## config.mk

```make
export PLATFORM = sky130hd
export DESIGN_NAME = instr_encoder_flat
export DESIGN_NICKNAME = d
export VERILOG_FILES = /design/src/rtl/instr_encoder.sv /design/src/rtl/instr_encoder_if.sv /design/src/flat_wrapper.sv
export SDC_FILE = /design/constraint.sdc
export NUM_CORES = 1
export LEC_CHECK = 0
export CAP_MARGIN = 20
export CORE_ASPECT_RATIO = 1.2
export CORE_MARGIN = 5
export CORE_UTILIZATION = 60
export DETAILED_ROUTE_END_ITERATION = 10
export DONT_BUFFER_PORTS = 1
export PLACE_DENSITY = 0.76
export SLEW_MARGIN = 20
export SYNTH_ARGS = -nofsm -noshare
export SYNTH_HDL_FRONTEND = slang
export SYNTH_SLANG_ARGS = --single-unit
```

## constraint.sdc

```tcl
create_clock -name clk -period 5.84 [get_ports clk]
set_clock_uncertainty 0.2 [all_clocks]
set_input_delay 0.584 -clock clk [delete_from_list [all_inputs] [get_ports clk]]
set_output_delay 0.584 -clock clk [all_outputs]
set_load 0.1 [all_outputs]
```

## src/rtl/instr_encoder.sv

```systemverilog
// RV32I field-to-word encoder with range flagging and an output FIFO.
// Ports: clk, rst_n (sync, active low), bus (instr_encoder_if.slave).
package rv32i_pkg;
    localparam int XLEN = 32;
    localparam int ILEN = 32;
    localparam logic [6:0] OPCODE_OP_IMM = 7'b0010011;
    localparam logic [6:0] OPCODE_LOAD   = 7'b0000011;
    localparam logic [6:0] OPCODE_JALR   = 7'b1100111;
    localparam logic [6:0] OPCODE_STORE  = 7'b0100011;
    localparam logic [6:0] OPCODE_BRANCH = 7'b1100011;
    localparam logic [6:0] OPCODE_LUI    = 7'b0110111;
    localparam logic [6:0] OPCODE_AUIPC  = 7'b0010111;
    localparam logic [6:0] OPCODE_JAL    = 7'b1101111;
endpackage

module instr_encoder #(
    parameter int XLEN       = rv32i_pkg::XLEN,
    parameter int ILEN       = rv32i_pkg::ILEN,
    parameter int FIFO_DEPTH = 4
) (
    input logic            clk,
    input logic            rst_n,
    instr_encoder_if.slave bus
);
    localparam int PW = $clog2(FIFO_DEPTH);
    localparam int CW = PW + 1;

    typedef enum logic [2:0] {
        FMT_I_ALU, FMT_I_LD, FMT_I_JALR, FMT_S,
        FMT_B, FMT_LUI, FMT_AUIPC, FMT_J
    } fmt_e;

    logic [XLEN-1:0] imm;
    logic [4:0]      rd, rs1, rs2;
    logic [2:0]      f3;
    logic [ILEN-1:0] enc_instr;
    logic            enc_err;
    logic            is_shift;

    assign imm = bus.in_imm;
    assign rd  = bus.in_rd;
    assign rs1 = bus.in_rs1;
    assign rs2 = bus.in_rs2;
    assign f3  = bus.in_funct3;

    // funct3 001/101 are SLLI and SRLI/SRAI
    assign is_shift = (bus.in_fmt == FMT_I_ALU) && (f3[1:0] == 2'b01);

    always_comb begin
        enc_instr = '0;
        enc_err   = 1'b0;
        unique case (fmt_e'(bus.in_fmt))
            FMT_I_ALU, FMT_I_LD, FMT_I_JALR: begin
                if (is_shift) begin
                    enc_instr = {bus.in_funct7, imm[4:0], rs1, f3, rd,
                                 rv32i_pkg::OPCODE_OP_IMM};
                    enc_err   = |imm[XLEN-1:5];
                end else begin
                    enc_instr = {imm[11:0], rs1, f3, rd, 7'b0};
                    unique case (fmt_e'(bus.in_fmt))
                        FMT_I_LD:   enc_instr[6:0] = rv32i_pkg::OPCODE_LOAD;
                        FMT_I_JALR: enc_instr[6:0] = rv32i_pkg::OPCODE_JALR;
                        default:    enc_instr[6:0] = rv32i_pkg::OPCODE_OP_IMM;
                    endcase
                    enc_err = imm != {{(XLEN-12){imm[11]}}, imm[11:0]};
                end
            end
            FMT_S: begin
                enc_instr = {imm[11:5], rs2, rs1, f3, imm[4:0],
                             rv32i_pkg::OPCODE_STORE};
                enc_err   = imm != {{(XLEN-12){imm[11]}}, imm[11:0]};
            end
            FMT_B: begin
                enc_instr = {imm[12], imm[10:5], rs2, rs1, f3, imm[4:1],
                             imm[11], rv32i_pkg::OPCODE_BRANCH};
                enc_err   = imm[0] ||
                            (imm != {{(XLEN-13){imm[12]}}, imm[12:0]});
            end
            FMT_LUI: begin
                enc_instr = {imm[31:12], rd, rv32i_pkg::OPCODE_LUI};
                enc_err   = |imm[11:0];
            end
            FMT_AUIPC: begin
                enc_instr = {imm[31:12], rd, rv32i_pkg::OPCODE_AUIPC};
                enc_err   = |imm[11:0];
            end
            FMT_J: begin
                enc_instr = {imm[20], imm[10:1], imm[11], imm[19:12], rd,
                             rv32i_pkg::OPCODE_JAL};
                enc_err   = imm[0] ||
                            (imm != {{(XLEN-21){imm[20]}}, imm[20:0]});
            end
        endcase
    end

    logic [ILEN-1:0] instr_q [FIFO_DEPTH];
    logic            err_q   [FIFO_DEPTH];
    logic [PW-1:0]   wptr_q, wptr_d;
    logic [PW-1:0]   rptr_q, rptr_d;
    logic [CW-1:0]   count_q, count_d;
    logic            in_ready, out_valid, push, pop;

    // No bypass: a full FIFO refuses input even if it pops this cycle
    assign in_ready  = rst_n && (count_q < CW'(FIFO_DEPTH));
    assign out_valid = count_q != '0;
    assign push      = bus.in_valid && in_ready;
    assign pop       = out_valid && bus.out_ready;

    // Pointers wrap naturally since FIFO_DEPTH is a power of two
    always_comb begin
        wptr_d  = wptr_q + PW'(push);
        rptr_d  = rptr_q + PW'(pop);
        count_d = count_q + CW'(push) - CW'(pop);
    end

    always_ff @(posedge clk) begin
        if (!rst_n) begin
            wptr_q  <= '0;
            rptr_q  <= '0;
            count_q <= '0;
            for (int i = 0; i < FIFO_DEPTH; i++) begin
                instr_q[i] <= '0;
                err_q[i]   <= 1'b0;
            end
        end else begin
            wptr_q  <= wptr_d;
            rptr_q  <= rptr_d;
            count_q <= count_d;
            if (push) begin
                instr_q[wptr_q] <= enc_instr;
                err_q[wptr_q]   <= enc_err;
            end
        end
    end

    assign bus.in_ready  = in_ready;
    assign bus.out_valid = out_valid;
    assign bus.out_instr = out_valid ? instr_q[rptr_q] : '0;
    assign bus.out_err   = out_valid ? err_q[rptr_q] : 1'b0;
    assign bus.count     = count_q;
endmodule

```

## src/rtl/instr_encoder_if.sv

```systemverilog
// Request/response bundle for the RV32I instruction encoder.
// master drives fields and out_ready; slave returns words and status.
interface instr_encoder_if #(
    parameter int XLEN       = 32,
    parameter int ILEN       = 32,
    parameter int FIFO_DEPTH = 4
);
    localparam int CW = $clog2(FIFO_DEPTH) + 1;

    logic            in_valid;
    logic            in_ready;
    logic [2:0]      in_fmt;
    logic [4:0]      in_rd;
    logic [4:0]      in_rs1;
    logic [4:0]      in_rs2;
    logic [2:0]      in_funct3;
    logic [6:0]      in_funct7;
    logic [XLEN-1:0] in_imm;
    logic            out_valid;
    logic            out_ready;
    logic [ILEN-1:0] out_instr;
    logic            out_err;
    logic [CW-1:0]   count;

    modport master (
        output in_valid, in_fmt, in_rd, in_rs1, in_rs2,
        output in_funct3, in_funct7, in_imm, out_ready,
        input  in_ready, out_valid, out_instr, out_err, count
    );

    modport slave (
        input  in_valid, in_fmt, in_rd, in_rs1, in_rs2,
        input  in_funct3, in_funct7, in_imm, out_ready,
        output in_ready, out_valid, out_instr, out_err, count
    );
endinterface

```

## src/flat_wrapper.sv

```systemverilog
// flat-port wrapper written by rule: the top's interface ports become plain ports
module instr_encoder_flat 
#(
    parameter int XLEN       = rv32i_pkg::XLEN,
    parameter int ILEN       = rv32i_pkg::ILEN,
    parameter int FIFO_DEPTH = 4
)
  (clk, rst_n, bus_in_valid, bus_in_fmt, bus_in_rd, bus_in_rs1, bus_in_rs2, bus_in_funct3, bus_in_funct7, bus_in_imm, bus_out_ready, bus_in_ready, bus_out_valid, bus_out_instr, bus_out_err, bus_count);
  instr_encoder_if #(.XLEN(XLEN), .ILEN(ILEN), .FIFO_DEPTH(FIFO_DEPTH)) bus_i ();
  input logic clk;
  input logic rst_n;
  input wire logic [$bits(bus_i.in_valid)-1:0] bus_in_valid;
  input wire logic [$bits(bus_i.in_fmt)-1:0] bus_in_fmt;
  input wire logic [$bits(bus_i.in_rd)-1:0] bus_in_rd;
  input wire logic [$bits(bus_i.in_rs1)-1:0] bus_in_rs1;
  input wire logic [$bits(bus_i.in_rs2)-1:0] bus_in_rs2;
  input wire logic [$bits(bus_i.in_funct3)-1:0] bus_in_funct3;
  input wire logic [$bits(bus_i.in_funct7)-1:0] bus_in_funct7;
  input wire logic [$bits(bus_i.in_imm)-1:0] bus_in_imm;
  input wire logic [$bits(bus_i.out_ready)-1:0] bus_out_ready;
  output wire logic [$bits(bus_i.in_ready)-1:0] bus_in_ready;
  output wire logic [$bits(bus_i.out_valid)-1:0] bus_out_valid;
  output wire logic [$bits(bus_i.out_instr)-1:0] bus_out_instr;
  output wire logic [$bits(bus_i.out_err)-1:0] bus_out_err;
  output wire logic [$bits(bus_i.count)-1:0] bus_count;
  assign bus_i.in_valid = bus_in_valid;
  assign bus_i.in_fmt = bus_in_fmt;
  assign bus_i.in_rd = bus_in_rd;
  assign bus_i.in_rs1 = bus_in_rs1;
  assign bus_i.in_rs2 = bus_in_rs2;
  assign bus_i.in_funct3 = bus_in_funct3;
  assign bus_i.in_funct7 = bus_in_funct7;
  assign bus_i.in_imm = bus_in_imm;
  assign bus_i.out_ready = bus_out_ready;
  assign bus_in_ready = bus_i.in_ready;
  assign bus_out_valid = bus_i.out_valid;
  assign bus_out_instr = bus_i.out_instr;
  assign bus_out_err = bus_i.out_err;
  assign bus_count = bus_i.count;
  instr_encoder #(.XLEN(XLEN), .ILEN(ILEN), .FIFO_DEPTH(FIFO_DEPTH)) u_core (.clk(clk), .rst_n(rst_n), .bus(bus_i));
endmodule
```

==> results.tsv, run 1 <==
stage	metric	value	unit
drt	num_vias	4709	
setup_path	max_stage_delay	1.05	ns
grt	antenna_found_initial	0	
status	status	finished clean	
drt	wl_per_cell	23.5	µm
place	port_buffers	0	
synth	synth_area_leader_cell	edfxtp_1	
synth	postSynth.asyncResetShare	0	%
power	power.density	476	nW/µm²
clock_tree	cts_resized	0	
timing	min_period_over_period	62.4	%
drt	wirelength	17100	µm
die	fp.dieW	108	µm
drt	final_antenna_net_count	0	
clock_tree	tritoncts	done	
setup_path	cp-end-kind	output port	
synth	syn_nets	640	
grt	grt_usage	26.3	%
clock_tree	post_cts_buffers	0	
setup_path	cp_slowest_cell	dfxtp_1	
final_layout	drive_above_1_share	19.5	%
power	total_power	0.00361	W
die	fp.dieH	127	µm
final_layout	fin_area	7580	µm²
drt	drtPass1Iterations	8	
grt	grt_overflow_total	0	
timing	relSlewSlack	25.5	%
clock_tree	holdBufCountCts	0	
grt	grt_pass1_vias	4932	
setup_path	crit_required	5.06	ns
setup_path	cp_cell_sequence	nor3_2 > buf_4 > nor2b_2	
grt	grt_pass1_wl	27000	µm
drt	drtIter0Drc	532	
synth	synth_area_per_cell	12.1	µm²
setup_path	worst-path-max-fanout	34	
die	ios	102	
die	rows	42	
clock_tree	cts.sinks	135	
setup_path	critPathLaunchType	flop	
die	die-area	13700	µm²
timing	post-route-min-period	3.65	ns
setup_path	cp.arrival	2.86	ns
clock_tree	htree_levels	4	
timing	finalHoldViolations	0	
clock_tree	clock_path_buffers	2	
synth	synth_edf_count	125	
power	p_leak	2.78	nW
die	core-area	11100	µm²
final_layout	fin_nets	631	
clock_tree	clkTransAtPathRegs	0.05	ns
synth	synthCells	570	
synth	synth_top_cell_area_share	54.5	%
grt	grt_max_degree	38	
timing	tns	0	ns
timing	fmax	0.274	GHz
timing	setup_viol_count_final	0	
drt	avgViaCountPerCell	6.47	
setup_path	crit_type	reg -> out	
clock_tree	clk_latency	0.41	ns
place	routabilityCongestion	0.882	
final_layout	diodes	0	
setup_path	cp_num_buf_inv	1	
clock_tree	cts-root-buf	clkbuf_16	
synth	synth-seq-area-share	57.4	%
synth	synth_seq_cells	135	
synth	synth_area	6880	µm²
power	ir_drop	280	µV
timing	worst_slew_pin_slew	1.12	ns
place	dp_hpwl	10700	µm
final_layout	fin_util	68.0	%
final_layout	areaGrowthSynthToFinish	10.1	%
job	maxCapViolCount	0	
synth	synth_common_cells	nor2_1 (132), edfxtp_1 (125), nor2b_1 (47)	
timing	rsz0062_at_grt	no	
die	start_util	61.8	%
drt	drc	0	
synth	synthMostInstantiatedCell	nor2_1	
timing	drv_slew	0	
place	place_area	7080	µm²
synth	yosys.cell_types.count	44	
worst_hold_path	hold_class	in -> reg	
clock_tree	numCtsBuffers	17	
synth	synthFlopType	edfxtp_1	
synth	yosysWarnings	0	
timing	finalHoldWorstSlack	0.0923	ns
synth	yosys-top-cells-area	edfxtp_1 (55%), mux4_2 (10%), nor2_1 (7.2%)	
setup_path	critPathTopFamily	flip-flops	
==> placed cells by master, fill, tap and decap left out, types with 2 or more instances in the layout <==
cell type | synthesis | routed
and2_1 | 7 | 7
o211ai_1 | 2 | 2
mux2i_1 | 18 | 18
o31ai_1 | 4 | 4
nor2_1 | 132 | 132
clkbuf_1 | 30 | 2
dfxtp_1 | 10 | 9
clkinv_2 | 0 | 3
a211oi_1 | 12 | 12
clkinv_1 | 1 | 8
xnor2_1 | 3 | 3
o21ai_0 | 4 | 4
mux4_2 | 32 | 32
nand4_1 | 5 | 5
nor3_1 | 12 | 11
a221oi_1 | 2 | 2
nor4_1 | 6 | 6
a21oi_1 | 11 | 11
ha_1 | 5 | 5
nor2b_2 | 0 | 32
nand2_1 | 27 | 26
clkinvlp_4 | 0 | 2
edfxtp_1 | 125 | 125
mux2_2 | 6 | 6
and3_1 | 2 | 2
o22ai_1 | 7 | 7
nor2b_1 | 47 | 14
a221o_1 | 7 | 7
clkbuf_16 | 0 | 17
xor2_1 | 2 | 2
inv_1 | 20 | 20
or3_1 | 3 | 3
buf_4 | 1 | 12
nand3_1 | 7 | 7
==> layout make-up <==
type	instances	area, µm²
multi-input combinational	374	2770
tap	154	193
clock inverter	13	65.1
inverter	21	78.8
sequential	135	3960
clock buffer	19	433
fill	822	3560
timing repair buffer	12	90.1
==> power breakdown <==
group          total [W]  internal, W  leakage, nW  switching (W)
Clock           0.000906     0.000528        0.239       0.000379
Combinational    0.00145     0.000308         1.16        0.00114
Sequential       0.00125      0.00115         1.38      0.0000948
Total            0.00361      0.00199         2.78        0.00162
==> kinds of logic after synthesis <==
kind of cell / share of synthesized area [%]
AND/OR/NAND/NOR: 17.1
flip-flops: 57.4
buffers and inverters: 3.78
multiplexers: 14.1
AO/OA/AOI/OAI: 5.78
adder cells (fa/ha/maj): 1.20
XOR/XNOR: 0.636
==> worst register-to-register path: cells and delay by family, from the launching register on <==
family        cells  cell delay, ns
flops             1            1.05
buf+inv           3            0.47
simple gates      3            0.55
fa+ha+maj         3            0.81
xor+xnor          2            0.32
==> registers in the layout, indices dropped and copies added (netlist names) <==
signal / cells
u_core.err_q: 4
u_core.wptr_q: 2
u_core.bus.count: 3
u_core.instr_q: 124
u_core.rptr_q: 2
==> metrics by stage <==
stage | setup WS, ns | cells
final | 2.19 | 728
after detailed placement | 2.30 | 696
after floorplan | 1.51 | 570
after global placement | 2.43 | 696
after CTS | 2.17 | 728
after global routing | 2.10 | 728
==> final timing paths <==
| path | cells after the start | to | start | slack, ns |
|---|---|---|---|---|
| max | 3 | bus_out_instr[28] | u_core.bus.count[1] | 2.19 |
| min | 1 | u_core.wptr_q[1] | rst_n | 0.09 |
| max reg2reg | 11 | u_core.bus.count[2] | u_core.bus.count[1] | 2.33 |
| min reg2reg | 2 | u_core.err_q[1] | u_core.err_q[1] | 0.30 |
==> routing by layer <==
layer	share of wire (%)	track usage [%]	wire length (µm)
met1	35	31.6	6040
met2	52	45.3	8840
met3	10	6.91	1730
met4	2.7	10.1	465
met5	0	0	0
No activity file was read; power rests on OpenSTA's default activity.
==> run 2: changes to the inputs <==
clock period = 3.56 ns   (was 5.84 ns; I/O delays follow)
==> run 2 against run 1 <==
  * Cell area is 6.4% higher
  * Register-to-register slack lost 1.2 ns
  * Via count up 2.2%
  * Die area did not move
  * Non-clock buffer count increased by 42
  * Count of clock-buffer cells in the layout is 2 lower
  * Routed wire length rose by 1.5%
  * First-iteration DRC count shrank 31%
  * Clock power rose by 99%
  * Critical endpoint is now bus_out_instr[17]
  * Largest cell class unchanged
  * Largest power group unchanged
==> results.tsv, run 2 (synthesis gave the netlist of run 1 again) <==
stage	metric	value	unit	change
setup_path	cp_slowest_cell	dfxtp_2		was dfxtp_1
clock_tree	cts-root-buf	clkbuf_16		unchanged
die	fp.dieW	108	µm	unchanged
die	start_util	61.8	%	unchanged
power	power_frac_seq	30.8	%	was 34.6%
die	ios	102		unchanged
timing	rsz0062_at_grt	no		unchanged
drt	drtIter0Drc	368		was 532
timing	tns	0	ns	unchanged
setup_path	crit_type	reg -> out		unchanged
final_layout	layout_commonest_cell	nor2_1		unchanged
timing	post-route-min-period	2.94	ns	
power	pwr-share-clk	27.7	%	was 25.1%
die	core-area	11100	µm²	unchanged
place	routabilityCongestion	0.887		was 0.882
final_layout	top_register	u_core.instr_q		unchanged
drt	wl_per_cell	22.5	µm	was 23.5 µm
place	port_buffers	0		unchanged
grt	antenna_found_initial	1		was 0
clock_tree	clkTransAtPathRegs	0.06	ns	was 0.05 ns
drt	drc	0		unchanged
drt	wirelength	17300	µm	was 17100 µm
clock_tree	post_cts_buffers	0		unchanged
worst_hold_path	hold_class	in -> reg		unchanged
final_layout	fin_cells	771		was 728
power	power.density	806	nW/µm²	was 476 nW/µm²
setup_path	max_stage_delay	0.74	ns	was 1.05 ns
final_layout	fin_nets	673		was 631
drt	met2_length	9020	µm	was 8840 µm
final_layout	drive_above_1_share	25.8	%	was 19.5%
drt	drtPass1Iterations	5		was 8
job	maxCapViolCount	0		unchanged
clock_tree	htree_levels	4		unchanged
clock_tree	cts.sinks	135		unchanged
power	power_switching	0.00272	W	was 0.00162 W
final_layout	areaGrowthSynthToFinish	17.2	%	was 10.1%
final_layout	fin_util	72.4	%	was 68.0%
drt	dr_wl_met3	1730	µm	about the same
grt	grt_max_degree	38		unchanged
grt	grt_usage	26.5	%	was 26.3%
status	status	finished clean		unchanged
setup_path	cp.arrival	2.38	ns	was 2.86 ns
final_layout	mostFrequentLayoutCells	nor2_1 (132), edfxtp_1 (125), buf_4 (49), mux4_2 (32), nor2b_2 (31)		was nor2_1 (132), edfxtp_1 (125), nor2b_2 (32), mux4_2 (32), nand2_1 (26)
drt	met1_length	6210	µm	was 6040 µm
clock_tree	cts_resized	0		unchanged
setup_path	critPathLaunchType	flop		unchanged
place	place_inst	737		was 696
timing	relSlewSlack	43.5	%	was 25.5%
setup_path	cp_cell_sequence	buf_12 > mux4_2 > nor2b_2 > buf_4		was nor3_2 > buf_4 > nor2b_2
drt	num_vias	4811		was 4709
place	dp_hpwl	11800	µm	was 10700 µm
grt	grt_overflow_total	0		unchanged
drt	final_antenna_net_count	0		unchanged
power	p_int	0.00379	W	was 0.00199 W
timing	worst_slew_pin_slew	0.846	ns	was 1.12 ns
timing	fmax	0.340	GHz	
drt	avgViaCountPerCell	6.24		was 6.47
timing	finalHoldWorstSlack	0.0633	ns	was 0.0923 ns
clock_tree	numCtsBuffers	17		unchanged
timing	setup_viol_count_final	0		unchanged
setup_path	worst-path-max-fanout	19		was 34
clock_tree	clock_path_buffers	2		unchanged
die	fp.dieH	127	µm	unchanged
setup_path	crit_required	3.00	ns	was 5.06 ns
power	p_leak	3.07	nW	was 2.78 nW
timing	finalHoldViolations	0		unchanged
die	rows	42		unchanged
power	ir_drop	519	µV	was 280 µV
timing	drv_slew	0		unchanged
die	die-area	13700	µm²	unchanged
power	p_sw_share	41.8	%	was 44.9%
power	share_comb_of_total_power	41.6	%	was 40.3%
clock_tree	clk_latency	0.41	ns	about the same
grt	grt_pass1_vias	4983		was 4932
grt	grt_pass1_wl	27200	µm	was 27000 µm
setup_path	cp-end-kind	output port		unchanged
clock_tree	tritoncts	done		unchanged
timing	min_period_over_period	82.6	%	
final_layout	largest_register_ffs	124		unchanged
drt	routed.top_layer	met4		unchanged
==> run 2: cell type report <==
| type | count | area (µm²) |
|---|---|---|
| Clock inverter | 15 | 185 |
| Fill cell | 752 | 3070 |
| Timing Repair Buffer | 54 | 458 |
| Tap cell | 154 | 193 |
| Clock buffer | 17 | 425 |
| Sequential cell | 135 | 3960 |
| Antenna cell | 1 | 2.50 |
| Multi-Input combinational cell | 374 | 2770 |
| Inverter | 21 | 78.8 |
==> run 2: critical path: cells and delay by family, from the launching register on <==
family,cells,cell delay [ns]
flip-flops,1,0.74
AND/OR/NAND/NOR,1,0.16
buffers and inverters,2,0.53
multiplexers,1,0.52
==> run 2: stage by stage <==
stage          setup WS [ns]  area [µm²]  total power, W
6_report               0.621        8070         0.00650
5_1_grt                0.477        8070         0.00673
4_1_cts                0.591        8060         0.00654
3_5_place_dp            1.03        7440         0.00475
3_3_place_gp            1.05        7440         0.00471
2_1_floorplan         0.0755        6900         0.00413
==> run 2: power by group through the flow <==
stage	sequential, W	clock [W]	combinational, W
after global routing	0.00202	0.00188	0.00282
after CTS	0.00200	0.00181	0.00273
after detailed placement	0.00204	0	0.00272
after floorplan	0.00206	0	0.00207
after global placement	0.00202	0	0.00268
final	0.00200	0.00180	0.00270
==> run 2: path summary, 6_finish.rpt <==
path         slack [ns]  cells past startpoint           startpoint                    end
max                0.62                      4     u_core.rptr_q[0]      bus_out_instr[17]
min                0.06                      2       bus_in_imm[19]  u_core.instr_q[3][19]
max reg2reg        1.10                     10  u_core.bus.count[2]    u_core.bus.count[2]
min reg2reg        0.32                      2      u_core.err_q[2]        u_core.err_q[2]
==> run 2: layer usage <==
metal | vias to the layer above | global-route usage (%)
li1 | 2144 | -
met4 | 0 | 8.54
met2 | 302 | 44.9
met5 | - | 0
met1 | 2332 | 33.3
met3 | 33 | 7.01
==> run 2: repair_timing <==
item                       CTS  global route
hold endpoints to repair    10             0
hold buffers                 1             0
setup endpoints to repair    0             0
==> run 3: changes to the inputs <==
CORE_UTILIZATION = 58   (was 60)
clock period = 2.45 ns   (was 3.56 ns; I/O delays follow)
==> run 3 against run 2 <==
  * Count of clock-buffer cells in the layout rose by 1
  * Combinational power rose by 79%
  * Non-clock buffer count rose by 20
  * Via count rose by 5.4%
  * Sequential share of layout area fell by 4.0 points
  * Clock power rose by 58%
  * Sequential cell count did not move
  * Power rose by 62%
  * Routed wire length rose by 7.1%
  * Critical path type unchanged
  * Critical endpoint is now bus_out_instr[21]
  * Largest cell class unchanged
==> results.tsv, run 3 (synthesis gave the netlist of run 1 again) <==
stage	metric	value	unit	change
timing	drv_slew	0		unchanged
drt	final_antenna_net_count	0		unchanged
setup_path	cp-end-kind	output port		unchanged
final_layout	seqCellArea	3970	µm²	was 3960 µm²
timing	tns	0	ns	unchanged
setup_path	crit_type	reg -> out		unchanged
setup_path	cp_num_buf_inv	2		unchanged
setup_path	r2r_slack	0.24	ns	was 1.10 ns
power	share_comb_of_total_power	45.8	%	was 41.6%
power	p_leak	3.31	nW	was 3.07 nW
place	routabilityCongestion	0.859		was 0.887
die	fp.dieH	129	µm	was 127 µm
timing	fmax	0.425	GHz	
drt	wirelength	18600	µm	was 17300 µm
setup_path	max_stage_delay	0.54	ns	was 0.74 ns
power	p_sw_share	39.5	%	was 41.8%
grt	grt_pass1_wl	28700	µm	was 27200 µm
clock_tree	numCtsBuffers	17		unchanged
power	total_power	0.0105	W	was 0.00650 W
final_layout	areaGrowthSynthToFinish	28.0	%	was 17.2%
clock_tree	htree_levels	4		unchanged
setup_path	cp_slowest_cell	mux4_2		was dfxtp_2
worst_hold_path	hold_depth	3		was 2
clock_tree	post_cts_buffers	0		unchanged
final_layout	multi_input_area	2870	µm²	was 2770 µm²
clock_tree	clkTransAtPathRegs	0.06	ns	about the same
power	power.density	1190	nW/µm²	was 806 nW/µm²
final_layout	n_fill_cell	720		was 752
final_layout	fin_util	75.8	%	was 72.4%
die	rows	43		was 42
final_layout	fin_nets	693		was 673
power	power_switching	0.00415	W	was 0.00272 W
setup_path	critPathTopFamily	multiplexers		was flip-flops
timing	worst_slew_pin_slew	0.580	ns	was 0.846 ns
timing	finalHoldViolations	0		unchanged
drt	wl_per_cell	23.4	µm	was 22.5 µm
grt	grt_usage	27.6	%	was 26.5%
die	core-area	11600	µm²	was 11100 µm²
setup_path	cp.depth	4		unchanged
power	pwr-share-clk	27.1	%	was 27.7%
clock_tree	cts-root-buf	clkbuf_16		unchanged
timing	rsz0062_at_grt	no		unchanged
final_layout	top_register	u_core.instr_q		unchanged
final_layout	diodes	0		was 1
worst_hold_path	hold_class	in -> reg		unchanged
die	die-area	14200	µm²	was 13700 µm²
final_layout	mostFrequentLayoutCells	nor2_1 (132), edfxtp_1 (125), buf_12 (33), mux4_2 (32), nor2b_2 (31)		was nor2_1 (132), edfxtp_1 (125), buf_4 (49), mux4_2 (32), nor2b_2 (31)
drt	avgViaCountPerCell	6.40		was 6.24
die	ios	102		unchanged
final_layout	fin_area	8810	µm²	was 8070 µm²
place	place_area	7950	µm²	was 7440 µm²
timing	relSlewSlack	61.4	%	was 43.5%
clock_tree	clock_path_buffers	2		unchanged
setup_path	worst-path-max-fanout	21		was 19
power	power_frac_seq	27.1	%	was 30.8%
timing	setup_viol_count_final	0		unchanged
die	fp.dieW	109	µm	was 108 µm
grt	antenna_found_initial	0		was 1
power	p_int	0.00637	W	was 0.00379 W
timing	post-route-min-period	2.35	ns	
final_layout	largest_register_ffs	124		unchanged
place	dp_hpwl	11500	µm	was 11800 µm
place	port_buffers	0		unchanged
setup_path	cp.arrival	1.91	ns	was 2.38 ns
grt	grt_overflow_total	0		unchanged
clock_tree	tritoncts	done		unchanged
final_layout	drive_above_1_share	27.4	%	was 25.8%
drt	drtIter0Drc	618		was 368
setup_path	critPathLaunchType	flop		unchanged
drt	drtPass1Iterations	6		was 5
setup_path	crit_required	2.01	ns	was 3.00 ns
timing	min_period_over_period	96.0	%	
clock_tree	cts.sinks	135		unchanged
die	start_util	59.2	%	was 61.8%
final_layout	layout_commonest_cell	nor2_1		unchanged
clock_tree	clk_latency	0.41	ns	about the same
status	status	finished clean		unchanged
setup_path	cp_cell_sequence	buf_12 > mux4_2 > nor2b_2 > buf_12		was buf_12 > mux4_2 > nor2b_2 > buf_4
drt	drc	0		unchanged
power	ir_drop	715	µV	was 519 µV
setup_path	ff2ff_path_depth	10		unchanged
grt	grt_max_degree	38		unchanged
grt	grt_pass1_vias	5279		was 4983
timing	finalHoldWorstSlack	0.0202	ns	was 0.0633 ns
setup_path	crit_top_cell	buf_12		
drt	num_vias	5073		was 4811
job	maxCapViolCount	0		unchanged
==> run 3: changes by cell type in the layout (fill, tap and decap cells not counted), moves of 3 or more <==
cell,previous run,this run
clkinvlp_4,4,0
nand2_8,0,3
buf_12,4,33
dlygate4sd3_1,1,20
buf_4,49,19
nand2_1,27,23
dfxtp_4,0,3
==> run 3: power by group through the flow <==
| stage | logic (W) | clock network [W] | registers (W) |
|---|---|---|---|
| 6_report | 0.00482 | 0.00285 | 0.00286 |
| 5_1_grt | 0.00500 | 0.00298 | 0.00287 |
| 4_1_cts | 0.00484 | 0.00285 | 0.00285 |
| 3_5_place_dp | 0.00478 | 0 | 0.00290 |
| 3_3_place_gp | 0.00474 | 0 | 0.00287 |
| 2_1_floorplan | 0.00327 | 0 | 0.00301 |
==> run 3: stage by stage <==
step,instances,worst slack [ns]
4_1_cts,793,0.00177
6_report,793,0.0977
3_3_place_gp,741,0.206
3_5_place_dp,741,0.161
2_1_floorplan,570,-0.169
5_1_grt,793,0.0221
==> run 3: layout make-up <==
class / instances / share of cell area, %
flip-flops and latches: 135 / 45.0
multi-input cells: 374 / 32.6
repair buffers: 74 / 11.6
clock buffers: 18 / 4.87
clock inverters: 14 / 2.60
well taps: 157 / 2.23
inverters: 21 / 1.04
==> run 3: final timing paths <==
| kind | startpoint | end |
|---|---|---|
| setup / recovery | u_core.rptr_q[0] | bus_out_instr[21] |
| hold reg to reg | u_core.err_q[0] | u_core.err_q[0] |
| setup reg to reg | u_core.bus.count[2] | u_core.bus.count[2] |
| hold / removal | bus_in_fmt[2] | u_core.instr_q[3][5] |
==> run 3: per-layer routing <==
layer | wire [µm] | up-vias | GRT usage [%]
met2 | 9540 | 358 | 46.7
met1 | 6590 | 2461 | 33.9
met3 | 1840 | 67 | 7.13
li1 | - | 2187 | -
met4 | 611 | 0 | 11.3
met5 | 0 | - | 0
==> run 3: worst reg2reg max path: stages, from the launching register on <==
cell and delay (ns):
dfxtp_4 0.37, nor3_4 0.25, nor2b_4 0.08, ha_4 0.24, inv_2 0.06, ha_4 0.12, inv_2 0.03, fa_2 0.34
xnor2_2 0.15, xnor2_1 0.12, and2_1 0.14
==> run 3: repair_timing <==
item	4_1_cts	5_1_grt
gates resized for setup	0	2
endpoints found under the setup margin	0	15
hold buffers	20	0
hold endpoints to repair	53	0
